$ cat src/rtl/if_prefetch_unit_if.sv
// ----------------------------------------------------------------------------
// if_prefetch_unit_if
//   Bus bundle for the instruction prefetch unit.
//   Groups the instruction-memory read port and the decode-side valid/ready
//   stream into one interface.
//
//   Signals:
//     imem_en     fetch unit -> memory   read strobe
//     imem_addr   fetch unit -> memory   read address (AW)
//     imem_rdata  memory -> fetch unit   read data, one cycle after imem_en (IW)
//     out_valid   fetch unit -> decode   queue head valid
//     out_ready   decode -> fetch unit   decode accepts head
//     out_instr   fetch unit -> decode   head instruction (IW)
//     out_pc      fetch unit -> decode   head PC (AW)
//
//   Modports:
//     master  the prefetch unit itself
//     slave   the memory/decode environment around it
// ----------------------------------------------------------------------------
interface if_prefetch_unit_if #(
  parameter int AW = 8,
  parameter int IW = 16
);
  logic          imem_en;
  logic [AW-1:0] imem_addr;
  logic [IW-1:0] imem_rdata;
  logic          out_valid;
  logic          out_ready;
  logic [IW-1:0] out_instr;
  logic [AW-1:0] out_pc;

  modport master (
    output imem_en,
    output imem_addr,
    input  imem_rdata,
    output out_valid,
    input  out_ready,
    output out_instr,
    output out_pc
  );

  modport slave (
    input  imem_en,
    input  imem_addr,
    output imem_rdata,
    input  out_valid,
    output out_ready,
    input  out_instr,
    input  out_pc
  );
endinterface

$ cat src/rtl/if_prefetch_unit.sv
// ----------------------------------------------------------------------------
// if_prefetch_unit
//   Instruction-fetch stage with a QDEPTH-entry prefetch queue and a
//   LR_DEPTH-entry hardware link-register stack.  Drives a synchronous
//   instruction memory (data returns exactly one cycle after the strobe),
//   buffers {instruction, PC} pairs and hands them to decode over valid/ready.
//
//   Ports:
//     clk       clock, all state on the rising edge
//     rst       synchronous active-high reset
//     bus       if_prefetch_unit_if.master: imem_en/imem_addr/imem_rdata and
//               out_valid/out_ready/out_instr/out_pc
//     pc_en     fetch enable (in-flight response still completes when low)
//     pc_sel    redirect: 00 none, 01 target, 10 return (pop LR), 11 RESET_VEC
//     target    branch target, used when pc_sel=01
//     lr_push   push lr_wdata onto the link stack
//     lr_wdata  return address to push
//     lr_empty  link stack empty
//     lr_err    sticky link-stack error (push on full / pop on empty)
//
//   Optional build macro IF_PERF_EN adds:
//     perf_fetch  16-bit saturating count of responses written to the queue
//     perf_flush  16-bit saturating count of redirect cycles
// ----------------------------------------------------------------------------
module if_prefetch_unit #(
  parameter int AW        = 8,
  parameter int IW        = 16,
  parameter int QDEPTH    = 4,
  parameter int LR_DEPTH  = 4,
  parameter int RESET_VEC = 0
) (
  input  logic                clk,
  input  logic                rst,
  if_prefetch_unit_if.master  bus,
  input  logic                pc_en,
  input  logic [1:0]          pc_sel,
  input  logic [AW-1:0]       target,
  input  logic                lr_push,
  input  logic [AW-1:0]       lr_wdata,
  output logic                lr_empty,
  output logic                lr_err
`ifdef IF_PERF_EN
  ,
  output logic [15:0]         perf_fetch,
  output logic [15:0]         perf_flush
`endif
);

  localparam int QPW = $clog2(QDEPTH);
  localparam int LPW = (LR_DEPTH > 1) ? $clog2(LR_DEPTH) : 1;

  localparam logic [AW-1:0]  RST_PC = AW'(RESET_VEC);
  localparam logic [QPW+1:0] QD     = (QPW+2)'(QDEPTH);
  localparam logic [LPW:0]   LRD    = (LPW+1)'(LR_DEPTH);
  localparam logic [LPW-1:0] LR_TOP_MAX = LPW'(LR_DEPTH - 1);

  localparam logic [1:0] SEL_NONE   = 2'b00;
  localparam logic [1:0] SEL_TARGET = 2'b01;
  localparam logic [1:0] SEL_RET    = 2'b10;
  localparam logic [1:0] SEL_RST    = 2'b11;

  // fetch state
  logic [AW-1:0] fetch_pc_reg, fetch_pc_next;
  logic          inflight_reg;
  logic [AW-1:0] inflight_pc_reg;

  // prefetch queue
  logic [IW-1:0] q_instr_mem [QDEPTH];
  logic [AW-1:0] q_pc_mem    [QDEPTH];
  logic [QPW-1:0] q_rd_ptr_reg, q_wr_ptr_reg;
  logic [QPW:0]   q_count_reg;

  // link stack (circular so that a push on full drops the oldest entry)
  logic [AW-1:0]  lr_mem [LR_DEPTH];
  logic [LPW-1:0] lr_top_reg;
  logic [LPW:0]   lr_count_reg;
  logic           lr_err_reg;

  logic redirect, pop_now, deq, push_now, credit_ok, issue;
  logic lr_pop, lr_full;
  logic [LPW-1:0] lr_top_inc, lr_top_dec, lr_wr_addr;
  logic [AW-1:0]  lr_top_val;

  assign redirect = (pc_sel != SEL_NONE);
  assign pop_now  = bus.out_valid & bus.out_ready;
  // A redirect flushes the queue, so the head handed over this cycle is dropped.
  assign deq      = pop_now & ~redirect;
  // Latency is exactly one cycle, so the response in flight is arriving now;
  // a redirect this cycle kills it simply by not writing it.
  assign push_now = inflight_reg & ~redirect;

  // A slot freed by this cycle's pop may be reused by this cycle's request,
  // which lets a full queue with ready decode sustain one instruction per
  // cycle.  count + inflight can never exceed QDEPTH, so no overflow.
  assign credit_ok = ({1'b0, q_count_reg} + (QPW+2)'(inflight_reg))
                     < (QD + (QPW+2)'(pop_now));
  assign issue     = ~rst & pc_en & ~redirect & credit_ok;

  assign lr_pop     = (pc_sel == SEL_RET);
  assign lr_empty   = (lr_count_reg == '0);
  assign lr_full    = (lr_count_reg == LRD);
  assign lr_err     = lr_err_reg;
  assign lr_top_inc = (lr_top_reg == LR_TOP_MAX) ? '0 : lr_top_reg + 1'b1;
  assign lr_top_dec = (lr_top_reg == '0) ? LR_TOP_MAX : lr_top_reg - 1'b1;
  assign lr_top_val = lr_mem[lr_top_reg];
  // Push+pop on a non-empty stack overwrites the top in place; otherwise a
  // push lands one slot above the current top.
  assign lr_wr_addr = (lr_pop & ~lr_empty) ? lr_top_reg : lr_top_inc;

  // ---------------------------------------------------------------- fetch PC
  always_comb begin
    fetch_pc_next = fetch_pc_reg;
    case (pc_sel)
      SEL_TARGET: fetch_pc_next = target;
      SEL_RET:    fetch_pc_next = lr_empty ? RST_PC : lr_top_val;
      SEL_RST:    fetch_pc_next = RST_PC;
      default:    if (issue) fetch_pc_next = fetch_pc_reg + AW'(1);
    endcase
  end

  always_ff @(posedge clk) begin
    if (rst) begin
      fetch_pc_reg    <= RST_PC;
      inflight_reg    <= 1'b0;
      inflight_pc_reg <= RST_PC;
    end else begin
      fetch_pc_reg <= fetch_pc_next;
      inflight_reg <= issue;
      if (issue) inflight_pc_reg <= fetch_pc_reg;
    end
  end

  assign bus.imem_en   = issue;
  assign bus.imem_addr = fetch_pc_reg;

  // ----------------------------------------------------------- prefetch queue
  always_ff @(posedge clk) begin
    if (push_now && !rst) begin
      q_instr_mem[q_wr_ptr_reg] <= bus.imem_rdata;
      q_pc_mem[q_wr_ptr_reg]    <= inflight_pc_reg;
    end
  end

  always_ff @(posedge clk) begin
    if (rst || redirect) begin
      q_rd_ptr_reg <= '0;
      q_wr_ptr_reg <= '0;
      q_count_reg  <= '0;
    end else begin
      if (push_now) q_wr_ptr_reg <= q_wr_ptr_reg + 1'b1;
      if (deq)      q_rd_ptr_reg <= q_rd_ptr_reg + 1'b1;
      case ({push_now, deq})
        2'b10:   q_count_reg <= q_count_reg + 1'b1;
        2'b01:   q_count_reg <= q_count_reg - 1'b1;
        default: q_count_reg <= q_count_reg;
      endcase
    end
  end

  assign bus.out_valid = (q_count_reg != '0);
  // Head fields read as zero while the queue is empty.
  assign bus.out_instr = bus.out_valid ? q_instr_mem[q_rd_ptr_reg] : '0;
  assign bus.out_pc    = bus.out_valid ? q_pc_mem[q_rd_ptr_reg]    : '0;

  // --------------------------------------------------------------- link stack
  always_ff @(posedge clk) begin
    if (lr_push && !rst) lr_mem[lr_wr_addr] <= lr_wdata;
  end

  always_ff @(posedge clk) begin
    if (rst) begin
      lr_top_reg   <= '0;
      lr_count_reg <= '0;
      lr_err_reg   <= 1'b0;
    end else if (lr_pop && lr_push) begin
      if (lr_empty) begin
        // Pop fails, the push still lands.
        lr_err_reg   <= 1'b1;
        lr_top_reg   <= lr_top_inc;
        lr_count_reg <= (LPW+1)'(1);
      end
    end else if (lr_push) begin
      lr_top_reg <= lr_top_inc;
      if (lr_full) lr_err_reg   <= 1'b1;
      else         lr_count_reg <= lr_count_reg + 1'b1;
    end else if (lr_pop) begin
      if (lr_empty) begin
        lr_err_reg <= 1'b1;
      end else begin
        lr_top_reg   <= lr_top_dec;
        lr_count_reg <= lr_count_reg - 1'b1;
      end
    end
  end

`ifdef IF_PERF_EN
  // ------------------------------------------------------ performance counters
  logic [15:0] perf_fetch_reg, perf_flush_reg;

  always_ff @(posedge clk) begin
    if (rst) begin
      perf_fetch_reg <= '0;
      perf_flush_reg <= '0;
    end else begin
      if (push_now && perf_fetch_reg != 16'hFFFF) perf_fetch_reg <= perf_fetch_reg + 1'b1;
      if (redirect && perf_flush_reg != 16'hFFFF) perf_flush_reg <= perf_flush_reg + 1'b1;
    end
  end

  assign perf_fetch = perf_fetch_reg;
  assign perf_flush = perf_flush_reg;
`endif

endmodule

$ cat src/flat_wrapper.sv
// flat-port wrapper written by rule: the top's interface ports become plain ports
module if_prefetch_unit_flat 
#(
  parameter int AW        = 8,
  parameter int IW        = 16,
  parameter int QDEPTH    = 4,
  parameter int LR_DEPTH  = 4,
  parameter int RESET_VEC = 0
)
  (clk, rst, pc_en, pc_sel, target, lr_push, lr_wdata, lr_empty, lr_err, bus_imem_en, bus_imem_addr, bus_imem_rdata, bus_out_valid, bus_out_ready, bus_out_instr, bus_out_pc);
  if_prefetch_unit_if #(.AW(AW), .IW(IW)) bus_i ();
  input  logic clk;
  input  logic rst;
  input  logic pc_en;
  input  logic [1:0] pc_sel;
  input  logic [AW-1:0] target;
  input  logic lr_push;
  input  logic [AW-1:0] lr_wdata;
  output logic lr_empty;
  output logic lr_err;
  output wire logic [$bits(bus_i.imem_en)-1:0] bus_imem_en;
  output wire logic [$bits(bus_i.imem_addr)-1:0] bus_imem_addr;
  input wire logic [$bits(bus_i.imem_rdata)-1:0] bus_imem_rdata;
  output wire logic [$bits(bus_i.out_valid)-1:0] bus_out_valid;
  input wire logic [$bits(bus_i.out_ready)-1:0] bus_out_ready;
  output wire logic [$bits(bus_i.out_instr)-1:0] bus_out_instr;
  output wire logic [$bits(bus_i.out_pc)-1:0] bus_out_pc;
  assign bus_imem_en = bus_i.imem_en;
  assign bus_imem_addr = bus_i.imem_addr;
  assign bus_i.imem_rdata = bus_imem_rdata;
  assign bus_out_valid = bus_i.out_valid;
  assign bus_i.out_ready = bus_out_ready;
  assign bus_out_instr = bus_i.out_instr;
  assign bus_out_pc = bus_i.out_pc;
  if_prefetch_unit #(.AW(AW), .IW(IW), .QDEPTH(QDEPTH), .LR_DEPTH(LR_DEPTH), .RESET_VEC(RESET_VEC)) u_core (.clk(clk), .rst(rst), .bus(bus_i), .pc_en(pc_en), .pc_sel(pc_sel), .target(target), .lr_push(lr_push), .lr_wdata(lr_wdata), .lr_empty(lr_empty), .lr_err(lr_err));
endmodule
$ cat config.mk
export PLATFORM = sky130hd
export DESIGN_NAME = if_prefetch_unit_flat
export DESIGN_NICKNAME = d
export VERILOG_FILES = /design/src/rtl/if_prefetch_unit_if.sv /design/src/rtl/if_prefetch_unit.sv /design/src/flat_wrapper.sv
export SDC_FILE = /design/constraint.sdc
export NUM_CORES = 1
export LEC_CHECK = 0
export ABC_AREA = 1
export CAP_MARGIN = 20
export CORE_MARGIN = 10
export CORE_UTILIZATION = 55
export CTS_CLUSTER_SIZE = 14
export DETAILED_ROUTE_END_ITERATION = 8
export GPL_TIMING_DRIVEN = 1
export PLACE_DENSITY_LB_ADDON = 0.2
export SKIP_CTS_REPAIR_TIMING = 1
export SLEW_MARGIN = 20
export SYNTH_ARGS = -nofsm -noshare
export SYNTH_HDL_FRONTEND = slang
export SYNTH_SLANG_ARGS = --single-unit
$ cat constraint.sdc
create_clock -name clk -period 3.17 [get_ports clk]
set_input_delay 0.634 -clock clk [delete_from_list [all_inputs] [get_ports clk]]
set_output_delay 0.634 -clock clk [all_outputs]
set_load 0.05 [all_outputs]
* Word-level counts from Yosys, hierarchy flattened
Memory sizes are Yosys's and may differ from the RTL's. A register that Yosys moved wholly into a read port is not among the register bits.
Index checks and enable logic that the tools add are counted.
** Word-level totals
- Flip-flop bits (word level) :: 30
- RAM bits :: 128
- Input port bits :: 39
- Output and inout bits :: 36
- Word-level logic and storage cells :: 95
- Memories kept :: 3
** Memory list
- u_core.q_instr_mem :: depth 4, width 16, read ports 1, clocked after memory_dff 1, write ports 1, line if_prefetch_unit.sv:68 : logic [IW-1:0] q_instr_mem [QDEPTH];
- u_core.lr_mem :: depth 4, width 8, read ports 1, clocked after memory_dff 1, write ports 1, line if_prefetch_unit.sv:74 : logic [AW-1:0] lr_mem [LR_DEPTH];
- u_core.q_pc_mem :: depth 4, width 8, read ports 1, clocked after memory_dff 1, write ports 1, line if_prefetch_unit.sv:69 : logic [AW-1:0] q_pc_mem [QDEPTH];
** Operators by class
- $add $sub $neg :: 11
- $lt $le $gt $ge :: 1
- Equality and inequality tests :: 11
- Mux-type cells :: 35
- Bitwise logic cells :: 10
- Reductions and logical operators :: 15
** Operator list (count)
- $mux W2 :: 14
- $mux W8 :: 3
- $pmux W8 S3 :: 1
- $mux W3 :: 6
- $mux W16 :: 1
- $mux W1 :: 9
- $add A8 B1 Y8 const B :: 1
- $eq A2 B2 Y1 const B :: 4
- $and A1 B1 Y1 :: 7
- $add A2 B1 Y2 const B :: 3
- $add A3 B1 Y3 const B :: 2
- $ne A3 B3 Y1 const B :: 2
- $pmux W3 S2 :: 1
- $reduce_bool A3 Y1 :: 2
- $sub A3 B1 Y3 const B :: 2
- $add A3 B1 Y4 :: 1
- $add A3 B1 Y4 const A :: 1
- $eq A2 B1 Y1 const B :: 2
- $lt A4 B4 Y1 :: 1
- $reduce_and A4 Y1 :: 1
- $reduce_bool A2 Y1 :: 2
- $reduce_bool A4 Y1 :: 1
- $eq A3 B3 Y1 const B :: 1
- $logic_and A1 B1 Y1 :: 3
- other kinds (10) :: 12

* Longest topological paths before layout
- Word-level depth :: 8
- Depth in mapped cells :: 11
- Mapped depth without buffers :: 11

* Least setup slack after synthesis
Ideal clock, no wire load.
- Path kind :: input-to-reg
- Start :: in pc_sel[0]
- End :: mem u_core.q_instr_mem[0][0], enable pin
- Library setup time :: 0.405 ns
- Data arrival time :: 2.262 ns
- Required time :: 2.765 ns
- Path slack :: 0.503 ns
- Stages on the path :: 6
- Path buffers :: 1
- Path through :: nor2_1 buf_2 nand2_1 inv_1 nand2_1 nor2_1
** On the way
- Longest elaborated chain between the ends :: 6
** Ends and longest elaborated chain
- start: declaration :: line flat_wrapper.sv:15 : input logic [1:0] pc_sel;
- $reduce_bool A2 Y1 :: line if_prefetch_unit.sv:84 : assign redirect = (pc_sel != SEL_NONE);
- $not A1 Y1 :: line if_prefetch_unit.sv:90 : assign push_now = inflight_reg & ~redirect;
- $and A1 B1 Y1 :: line if_prefetch_unit.sv:90
- $logic_and A1 B1 Y1 :: line if_prefetch_unit.sv:138 : if (push_now && !rst) begin
- $mux W1 :: line if_prefetch_unit.sv:138
- $mux W1 (not written as such) :: line if_prefetch_unit.sv:139 : q_instr_mem[q_wr_ptr_reg] <= bus.imem_rdata;
- end: declaration :: line if_prefetch_unit.sv:68
No other way between the ends.

* Worst setup path in the final report
- Start :: in pc_sel[0]
- End :: out bus_imem_en
** On the way
- Longest elaborated chain between the ends :: 4
** Ends and longest elaborated chain
- $reduce_bool A2 Y1 :: line if_prefetch_unit.sv:84
- $not A1 Y1 :: line if_prefetch_unit.sv:97 : assign issue = ~rst & pc_en & ~redirect & credit_ok;
- $and A1 B1 Y1 (2 in a row) :: line if_prefetch_unit.sv:97
- end: declaration :: line flat_wrapper.sv:21 : output wire logic [$bits(bus_i.imem_en)-1:0] bus_imem_en;
No other way between the ends.

==> key figures <==
Setup path
  • CP Capture Type: primary output
  • Crit Path Class: input port to primary output
  • Crit path arrival time: 2340 ps
  • Crit path required time: 2540 ps
  • CP Max Fanout: 10
  • Worst reg2reg path depth: 11
  • CP Launch Type: input port

Logic synthesis
  • Most frequent cells after synthesis: nor2_1, edfxtp_1, nand2_1
  • Largest area contributor in the netlist: edfxtp_1
  • Mapped Area: slightly below 7000 sq um
  • Post-synth EDFFs: around 130
  • Count leader, synth: nor2_1
  • Post-synth ARST share: 0
  • Post-synth top area share: 0.560
  • Syn Inst Count: between 600 and 700
  • Syn nets: ~720
  • Top area cells in the synthesized netlist: edfxtp_1, dfxtp_1, nor2_1
  • Syn avg cell area: around 10 sq um
  • #FFs+latches synth: about 160
  • Top FF cell, synth: edfxtp_1
  • Post-synth cell types: 29
  • Synth Warn #: 0
  • Part of the Yosys area used for sequential elements: 0.660

Layout
  • Share of cells above drive strength 1: 0.127
  • N_diodes: 0
  • Area growth syn-to-layout: 22.9%
  • Max reg flops: 64
  • Top reg by flops: u_core.q_instr_mem
  • Regs by FF count: u_core.q_instr_mem (64), u_core.lr_mem (32), u_core.q_pc_mem (32)
  • Layout Nets: approximately 810

Clock network
  • Worst-Skew Late Latency: 420 ps
  • Root buf cell: clkbuf_16
  • Clk sinks: 162
  • CTS HTree Levels: 4
  • Clock Path Buffers: 2
  • CTS tree: done
  • Cts bufs inserted: 17
  • Clock slew at reported path FFs: ~60 ps

Die
  • Die height: roughly 130 um
  • Die X-Extent: between 100 and 150 um
  • Ports: 75
  • Row cnt: 40
  • Initial core utilization: 0.566
  • Core footprint: roughly 12000 sq um
  • Die Footprint: ~17000 sq um

Outcome
  • Status: complete, no violations

Placement
  • Dpl hpwl: between 10000 and 15000 um
  • PortBufs: 74
  • Placer Congestion: roughly 0.85

Timing
  • Fin. Hold Viols: 0
  • Slew margin rel.: 0.399
  • Final-report setup violation count: 0
  • Setup TNS: 0 ps
  • Tightest Pin Transition: ~900 ps
  • Setup Skew: roughly 8.8 ps
  • Fmax: about 0.34 GHz
  • Final Max Tran Viols: 0
  • Final period util: 0.939
  • Tmin final: 2980 ps
  • RSZ-0062 raised after global routing: false

Route
  • Initial DRC Count: 389
  • Routed WL: ~15000 um
  • 1st-pass router iterations: 6
  • Via count: between 4000 and 5000
  • # DRC: 0
  • Detail Route Antenna Nets: 0
  • Routed len/inst: 16.1 um
  • DR vias/cell: 5.31

Global route
  • Largest net degree at the start of global routing: just under 50
  • Vias in the first global route: slightly above 5000
  • Grt ovf: 0
  • Initial antenna violation count: 0
  • First-pass GRT wire length: approximately 25000 um
  • GRT Total Usage: 0.178

Power and ir drop
  • Pwr Density: just under 600 nW/um^2
  • Max VDD drop: between 400 and 500 uV
  • Overall power: 4960 uW
  • Leak: roughly 0.0032 uW

Worst hold path
  • Number of cells on the worst hold path: 2
  • Hold Path Class: register to register

Job
  • Max_cap viols: 0
-- cell usage in the layout, fill, tap and decap left out, types with 2 or more instances in the layout --
master	synthesis	final
nor2_1	165	161
edfxtp_1	128	128
nand2_1	89	89
o21ai_0	83	83
clkdlybuf4s50_1	0	49
inv_1	47	47
buf_4	1	44
a21oi_1	40	40
dfxtp_1	34	33
nand3_1	20	20
clkbuf_16	0	17
ha_1	10	10
nor2_2	2	6
nand2_2	4	4
inv_2	4	4
nand3b_1	4	4
clkinvlp_4	0	4
bufinv_16	0	4
clkinv_2	0	4
xor2_1	3	3
nor2_4	2	2
nand4_1	2	2
fa_1	2	2
clkinv_4	0	2
-- power by group --
part	internal (uW)	switching, uW
Sequential	2350	53.5
Clock	1330	808
Combinational	158	258
Total	3840	1120
-- stage by stage --
stage	setup slack, ps	std cells	hold slack [ps]	utilization	area (sq um)
floorplan	503	672	436	-	6860
global placement	232	909	446	0.644	7800
detailed placement	162	909	452	0.644	7800
CTS	194	941	462	0.696	8430
global route	34.2	941	483	0.696	8430
finish	193	941	456	0.696	8430
-- layer usage --
layer / global-route usage / up-vias / share of wire
met5: 0 / - / 0
met4: 0.0606 / 0 / 0.012
met3: 0.0514 / 17 / 0.054
met2: 0.307 / 156 / 0.51
met1: 0.206 / 2385 / 0.42
li1: - / 2436 / -
-- path summary, 6_finish.rpt --
check | startpoint | to | slack [ps]
hold reg to reg | u_core.lr_err$_SDFFE_PP0P_ | u_core.lr_err$_SDFFE_PP0P_ | 460
hold / removal | u_core.lr_err$_SDFFE_PP0P_ | u_core.lr_err$_SDFFE_PP0P_ | 460
setup / recovery | pc_sel[0] | bus_imem_en | 190
setup reg to reg | u_core.q_count_reg[1]$_SDFFE_PP0P_ | u_core.q_count_reg[2]$_SDFFE_PP0P_ | 1160
-- cells by family after synthesis --
group / share of synthesized area
and+or+nand+nor: 0.173
DFF: 0.660
buffers and inverters: 0.0447
adders and majority gates: 0.0241
xor gates and xnor gates: 0.00511
AOI/OAI and AO/OA: 0.0932
-- critical path, cell delays in order --
cell and delay, ps:
clkdlybuf4s50_1 480, nor2_1 420, nand3_1 180, nor2_2 200, nand2_2 90, inv_2 170
buf_12 170
-- cell type report --
class	instances	area [sq um]
tap	168	210
inverter	51	191
clock buffer	18	439
sequential	162	4530
clock inverter	14	188
multi-input combinational	434	2040
fill	908	3680
timing repair buffer	94	841
(Power assumes the default switching activity.)
